[src/rtl/ct_spsram_256x54_access_ctrl.sv]
// Initiator-side access controller for the 256x54 single-port SRAM wrapper.
//
// Turns a valid/ready read/write request channel into the SRAM's active-low
// CEN/GWEN/WEN pin protocol and returns read data through a 2-entry response
// FIFO with its own valid/ready handshake.
//
// Optional feature, macro CT_SPSRAM_ACCESS_CTRL_INIT_EN: after reset the whole
// array is swept to INIT_DATA (one entry per cycle) before requests are taken.
// Without the macro there is no sweep and init_done is constant 1.
//
// Ports:
//   forever_cpuclk, cpurst_b           clock, async active-low reset
//   req_vld/req_rdy/req_write/req_addr request channel
//   req_wdata/req_ben                  write data, active-high half enables
//   rsp_vld/rsp_rdy/rsp_data           read response channel (FIFO head)
//   init_done                          array ready, gates req_rdy
//   sram_a/cen/gwen/wen/d, sram_q      SRAM pins (combinational), SRAM Q
module ct_spsram_256x54_access_ctrl #(
  parameter int unsigned             ADDR_WIDTH = 8,
  parameter int unsigned             HALF_WIDTH = 27,
  parameter logic [2*HALF_WIDTH-1:0] INIT_DATA  = '0
) (
  input  logic                    forever_cpuclk,
  input  logic                    cpurst_b,
  input  logic                    req_vld,
  output logic                    req_rdy,
  input  logic                    req_write,
  input  logic [ADDR_WIDTH-1:0]   req_addr,
  input  logic [2*HALF_WIDTH-1:0] req_wdata,
  input  logic [1:0]              req_ben,
  output logic                    rsp_vld,
  input  logic                    rsp_rdy,
  output logic [2*HALF_WIDTH-1:0] rsp_data,
  output logic                    init_done,
  output logic [ADDR_WIDTH-1:0]   sram_a,
  output logic                    sram_cen,
  output logic                    sram_gwen,
  output logic [2*HALF_WIDTH-1:0] sram_wen,
  output logic [2*HALF_WIDTH-1:0] sram_d,
  input  logic [2*HALF_WIDTH-1:0] sram_q
);

  localparam int unsigned DataWidth = 2 * HALF_WIDTH;

  typedef enum logic [0:0] {StInit, StIdle} state_e;

  state_e state_q;

  // ---------------------------------------------------------------------------
  // FSM: state register and next-state logic
  // ---------------------------------------------------------------------------
`ifdef CT_SPSRAM_ACCESS_CTRL_INIT_EN
  state_e                state_d;
  logic [ADDR_WIDTH-1:0] init_cnt_q, init_cnt_d;

  always_ff @(posedge forever_cpuclk or negedge cpurst_b) begin
    if (!cpurst_b) begin
      state_q    <= StInit;
      init_cnt_q <= '0;
    end else begin
      state_q    <= state_d;
      init_cnt_q <= init_cnt_d;
    end
  end

  always_comb begin
    state_d    = state_q;
    init_cnt_d = init_cnt_q;
    unique case (state_q)
      StInit: begin
        init_cnt_d = init_cnt_q + 1'b1;
        if (init_cnt_q == {ADDR_WIDTH{1'b1}}) begin
          state_d = StIdle;
        end
      end
      StIdle: state_d = StIdle;
      default: state_d = StIdle;
    endcase
  end
`else
  assign state_q = StIdle;
`endif

  assign init_done = (state_q == StIdle);

  // ---------------------------------------------------------------------------
  // Handshake and credit accounting
  // ---------------------------------------------------------------------------
  logic [1:0]           count_q, count_d;
  logic                 inflight_q, inflight_d;
  logic [DataWidth-1:0] fifo_q [2];
  logic [DataWidth-1:0] fifo_d [2];
  logic [ADDR_WIDTH-1:0] a_q, a_d;
  logic [DataWidth-1:0] d_q, d_d;

  logic       pop;
  logic       push;
  logic       accept;
  logic [2:0] credit_used;
  logic [1:0] wr_slot;

  assign rsp_vld  = (count_q != 2'd0);
  assign rsp_data = fifo_q[0];
  assign pop      = rsp_vld && rsp_rdy;
  // Read data from the access issued last cycle lands on sram_q now.
  assign push     = inflight_q;

  always_comb begin
    // Slots committed to responses after this cycle's pop; a read is only
    // accepted when it is guaranteed a FIFO slot.
    credit_used = 3'(count_q) + 3'(inflight_q) - 3'(pop);
    req_rdy     = cpurst_b && (state_q == StIdle) && (credit_used < 3'd2);
    accept      = req_vld && req_rdy;
    inflight_d  = accept && !req_write;
  end

  // ---------------------------------------------------------------------------
  // Output logic: SRAM pins
  // ---------------------------------------------------------------------------
  always_comb begin
    sram_cen  = 1'b1;
    sram_gwen = 1'b1;
    sram_wen  = '1;
    sram_a    = a_q;
    sram_d    = d_q;
    if (cpurst_b) begin
`ifdef CT_SPSRAM_ACCESS_CTRL_INIT_EN
      if (state_q == StInit) begin
        sram_cen  = 1'b0;
        sram_gwen = 1'b0;
        sram_wen  = '0;
        sram_a    = init_cnt_q;
        sram_d    = INIT_DATA;
      end else
`endif
      if (accept) begin
        sram_cen = 1'b0;
        sram_a   = req_addr;
        if (req_write) begin
          sram_gwen = 1'b0;
          sram_wen  = {{HALF_WIDTH{~req_ben[1]}}, {HALF_WIDTH{~req_ben[0]}}};
          sram_d    = req_wdata;
        end
      end
    end
  end

  // A and D hold their last driven values on idle cycles.
  assign a_d = sram_a;
  assign d_d = sram_d;

  // ---------------------------------------------------------------------------
  // Response FIFO: entry 0 is always the head
  // ---------------------------------------------------------------------------
  always_comb begin
    fifo_d  = fifo_q;
    wr_slot = count_q - 2'(pop);
    if (pop) begin
      fifo_d[0] = fifo_q[1];
    end
    if (push) begin
      if (wr_slot == 2'd0) begin
        fifo_d[0] = sram_q;
      end else begin
        fifo_d[1] = sram_q;
      end
    end
    count_d = count_q + 2'(push) - 2'(pop);
  end

  always_ff @(posedge forever_cpuclk or negedge cpurst_b) begin
    if (!cpurst_b) begin
      count_q    <= '0;
      inflight_q <= 1'b0;
      fifo_q[0]  <= '0;
      fifo_q[1]  <= '0;
      a_q        <= '0;
      d_q        <= '0;
    end else begin
      count_q    <= count_d;
      inflight_q <= inflight_d;
      fifo_q[0]  <= fifo_d[0];
      fifo_q[1]  <= fifo_d[1];
      a_q        <= a_d;
      d_q        <= d_d;
    end
  end

endmodule

[config.mk]
export PLATFORM = sky130hd
export DESIGN_NAME = ct_spsram_256x54_access_ctrl
export DESIGN_NICKNAME = d
export VERILOG_FILES = /design/src/rtl/ct_spsram_256x54_access_ctrl.sv
export SDC_FILE = /design/constraint.sdc
export NUM_CORES = 1
export LEC_CHECK = 0
export BUFFER_PORTS_ARGS = -buffer_cell sky130_fd_sc_hd__buf_4
export CAP_MARGIN = 20
export CELL_PAD_IN_SITES_DETAIL_PLACEMENT = 1
export CELL_PAD_IN_SITES_GLOBAL_PLACEMENT = 1
export CORE_MARGIN = 4
export CORE_UTILIZATION = 39
export CTS_BUF_LIST = sky130_fd_sc_hd__clkbuf_16
export DETAILED_ROUTE_END_ITERATION = 6
export GPL_TIMING_DRIVEN = 0
export HOLD_SLACK_MARGIN = 0.1
export PLACE_DENSITY_LB_ADDON = 0.3
export SETUP_SLACK_MARGIN = 0.3
export SYNTH_ARGS = -nofsm -noshare
export SYNTH_HDL_FRONTEND = slang
export SYNTH_SLANG_ARGS = --single-unit
[constraint.sdc]
create_clock -name forever_cpuclk -period 5.4 [get_ports forever_cpuclk]
set_input_delay 0.81 -clock forever_cpuclk [delete_from_list [all_inputs] [get_ports forever_cpuclk]]
set_output_delay 0.81 -clock forever_cpuclk [all_outputs]
set_load 0.03 [all_outputs]
==> out/qor.yml <==
die_x_um: 151.7
ant_nets: 0
synth_fa_ha_area_share_pct: 0.4039
cpPeakStageDelay_ns: 0.55
port_buffers: 296
finClkSkew_ns: 0.01410
path_clk_slew_ns: 0.07
syn-num-nets: 675
antenna_found_initial: 0
worstHoldPathType: "in2async"
drv_slew: 0
cts_buffer_depth: 2
peakVddDrop_mv: 0.3511
gr-total-overflow: 0
htreeDepth: 4
cts-buffers-inserted: 17
r2r_slack_ns: 2.05
layout_commonest_cell: "buf_4"
synth_top_area_cell: "dfrtp_1"
insertedDiodeCount: 0
core_sq_um: 20300
ys_types: 25
final_hold_viol_count: 0
post-cts-setup-buffers: 0
startpoint_type: "flop"
synthSimpleGateAreaFrac_pct: 0.8543
critPathLaunch: "count_q[1]"
rr_worst_depth: 11
insertion_delay_ns: 0.42
root_buffer: "clkbuf_16"
viasPerCell: 4.509
layout-drive-gt1-share_pct: 77.36
drcViolationCount: 0
instances_no_fill: 1149
start_util_pct: 39.68
post_cts_resized: 3
ys_seq_area_share_pct: 53.74
critPathSlowestCell: "fa_1"
grt_pass1_vias: 5989
syn_area_sq_um: 8055
wl_mm: 19.77
worstPathBufferInverterCount: 6
most-common-layout-cells: "buf_4 (403), mux2_2 (197), dfrtp_1 (173)"
fillers: 2084
end_kind: "output port"
grt_pass1_wl_mm: 30.65
period_needed_ns: 4.788
clock_sinks: 173
slew_headroom_pct: 61.39
synth_top_family_by_area: "multiplexers"
crit_required_ns: 4.59
status: "finished clean"
drtIter0Drc: 84
boundaryPins: 298
routed-via-count: 5181
r2r-end: "d_q[51]"
synth_compound_area_share_pct: 0.1709
tritoncts: "built"
drt_first_pass_iters: 3
fin_util_pct: 55.28
p_leak_nw: 5.608
synth.avg_cell_area_sq_um: 14.65
rsz0062_at_grt: "true"
worstPathCellList: "o21ai_1 > buf_2 > xnor2_1 > ha_1 > inv_1 > fa_1 > nand3_1 > nor3b_4 > buf_6 > buf_6 > nand2_2 > buf_4 > buf_4"
crit_cells: 13
critPathKind: "reg2out"
crit_arrival_ns: 3.98
synth_cells: 550
synthTopCellsByArea: "dfrtp_1 (54%), mux2_2 (28%), buf_4 (10%)"
reg2reg_from: "count_q[1]"
grt_use_total_pct: 17.04
synth_top_area_share_pct: 53.74
floorplan.rows: 52
nNetsFinal: 991
timing.fmax_mhz: 208.9
synth-seq-cells: 173
wl_per_cell_um: 17.21
place_congestion: 0.7352
yosys_warnings: 0
pre_cts_slack_ns: 0.04420
setup_viol: 0
p_per_area_nw_per_um2: 619.4
worst_pin_slew_ns: 0.5792
synthMuxAreaShare_pct: 32.25
holdBufCountCts: 0
setup_slack_ns: 0.6121
syn_to_final_growth_pct: 39.31
power_mw: 6.951
placed_area_sq_um: 10650
cpLargestDelayFamily: "buffers and inverters"
period_share_pct: 88.67
stdcell_area_sq_um: 11220
path_max_fanout: 27
maxCapViolations: 0
hpwl_mm: 15.26
grt_max_degree: 114
synth-xor-area-share_pct: 0.3107
die_area_sq_um: 23020
die_h_um: 151.7
post-place-cells: 1117
cell type report:
| cell class | count | area [sq um] | share of cell area (%) |
|---|---|---|---|
| inverter | 4 | 15.01 | 0.1338 |
| clock buffer | 17 | 425.4 | 3.791 |
| sequential | 173 | 4329 | 38.58 |
| buffer | 130 | 970.9 | 8.652 |
| timing repair buffer | 297 | 2257 | 20.11 |
| multi-input combinational | 243 | 2753 | 24.53 |
| clock inverter | 15 | 133.9 | 1.193 |
| tap | 270 | 337.8 | 3.010 |
how the worst max path moves through the flow:
stage	end	slack [ns]
final	sram_wen[43]	0.61
after CTS	sram_wen[36]	0.46
after detailed placement	sram_wen[43]	0.04
after global routing	sram_wen[36]	0.28
after global placement	sram_wen[4]	-0.03
after floorplan	sram_wen[10]	0.90
routing by layer:
metal | vias to the layer above | track usage (%) | part of all wire (%)
met5 | - | 0 | 0
met3 | 24 | 6.157 | 8.6
met1 | 2555 | 19.24 | 37
met2 | 189 | 30.27 | 52
met4 | 0 | 4.942 | 1.6
li1 | 2413 | - | -
metrics by stage:
stage	hold slack [ns]	TNS, ns
after floorplan	0.4753	0
after global placement	0.4696	-1.344
after detailed placement	0.4811	0
after CTS	0.3287	0
after global routing	0.3398	0
final	0.3187	0
Yosys cell counts:
cell     instances
buf_1            1
buf_6            8
nor3_1           1
buf_2           13
mux2_2         197
nand3_1          1
nand2_1          3
or2_2            1
mux2_4          20
nor2_1           2
or3b_1           1
buf_4          108
nor3b_2          1
fa_1             1
o21ai_2          1
o21ai_1          1
xor2_2           1
nor2_2           1
ha_1             1
nor2b_1          1
mux2_1           7
xnor2_1          1
conb_1           1
dfrtp_1        173
inv_1            4
power by group:
part	total [mW]	internal, mW	switching, mW
clock network	1.18	0.643	0.537
logic	3.60	1.76	1.84
registers	2.17	1.91	0.257
flip-flops by register name, summed over array words and instances (netlist names):
register,cells
count_q,2
inflight_q,1
fifo_q,54
a_q,8
rsp_data,54
d_q,54
logic make-up after synthesis:
group                    count (synthesis)
AO/OA/AOI/OAI                            2
XOR/XNOR                                 2
adder cells (fa/ha/maj)                  2
buffers and inverters                  134
flip-flops                             173
multiplexers                           224
other                                    1
AND/OR/NAND/NOR                         12
(Power assumes the default switching activity.)
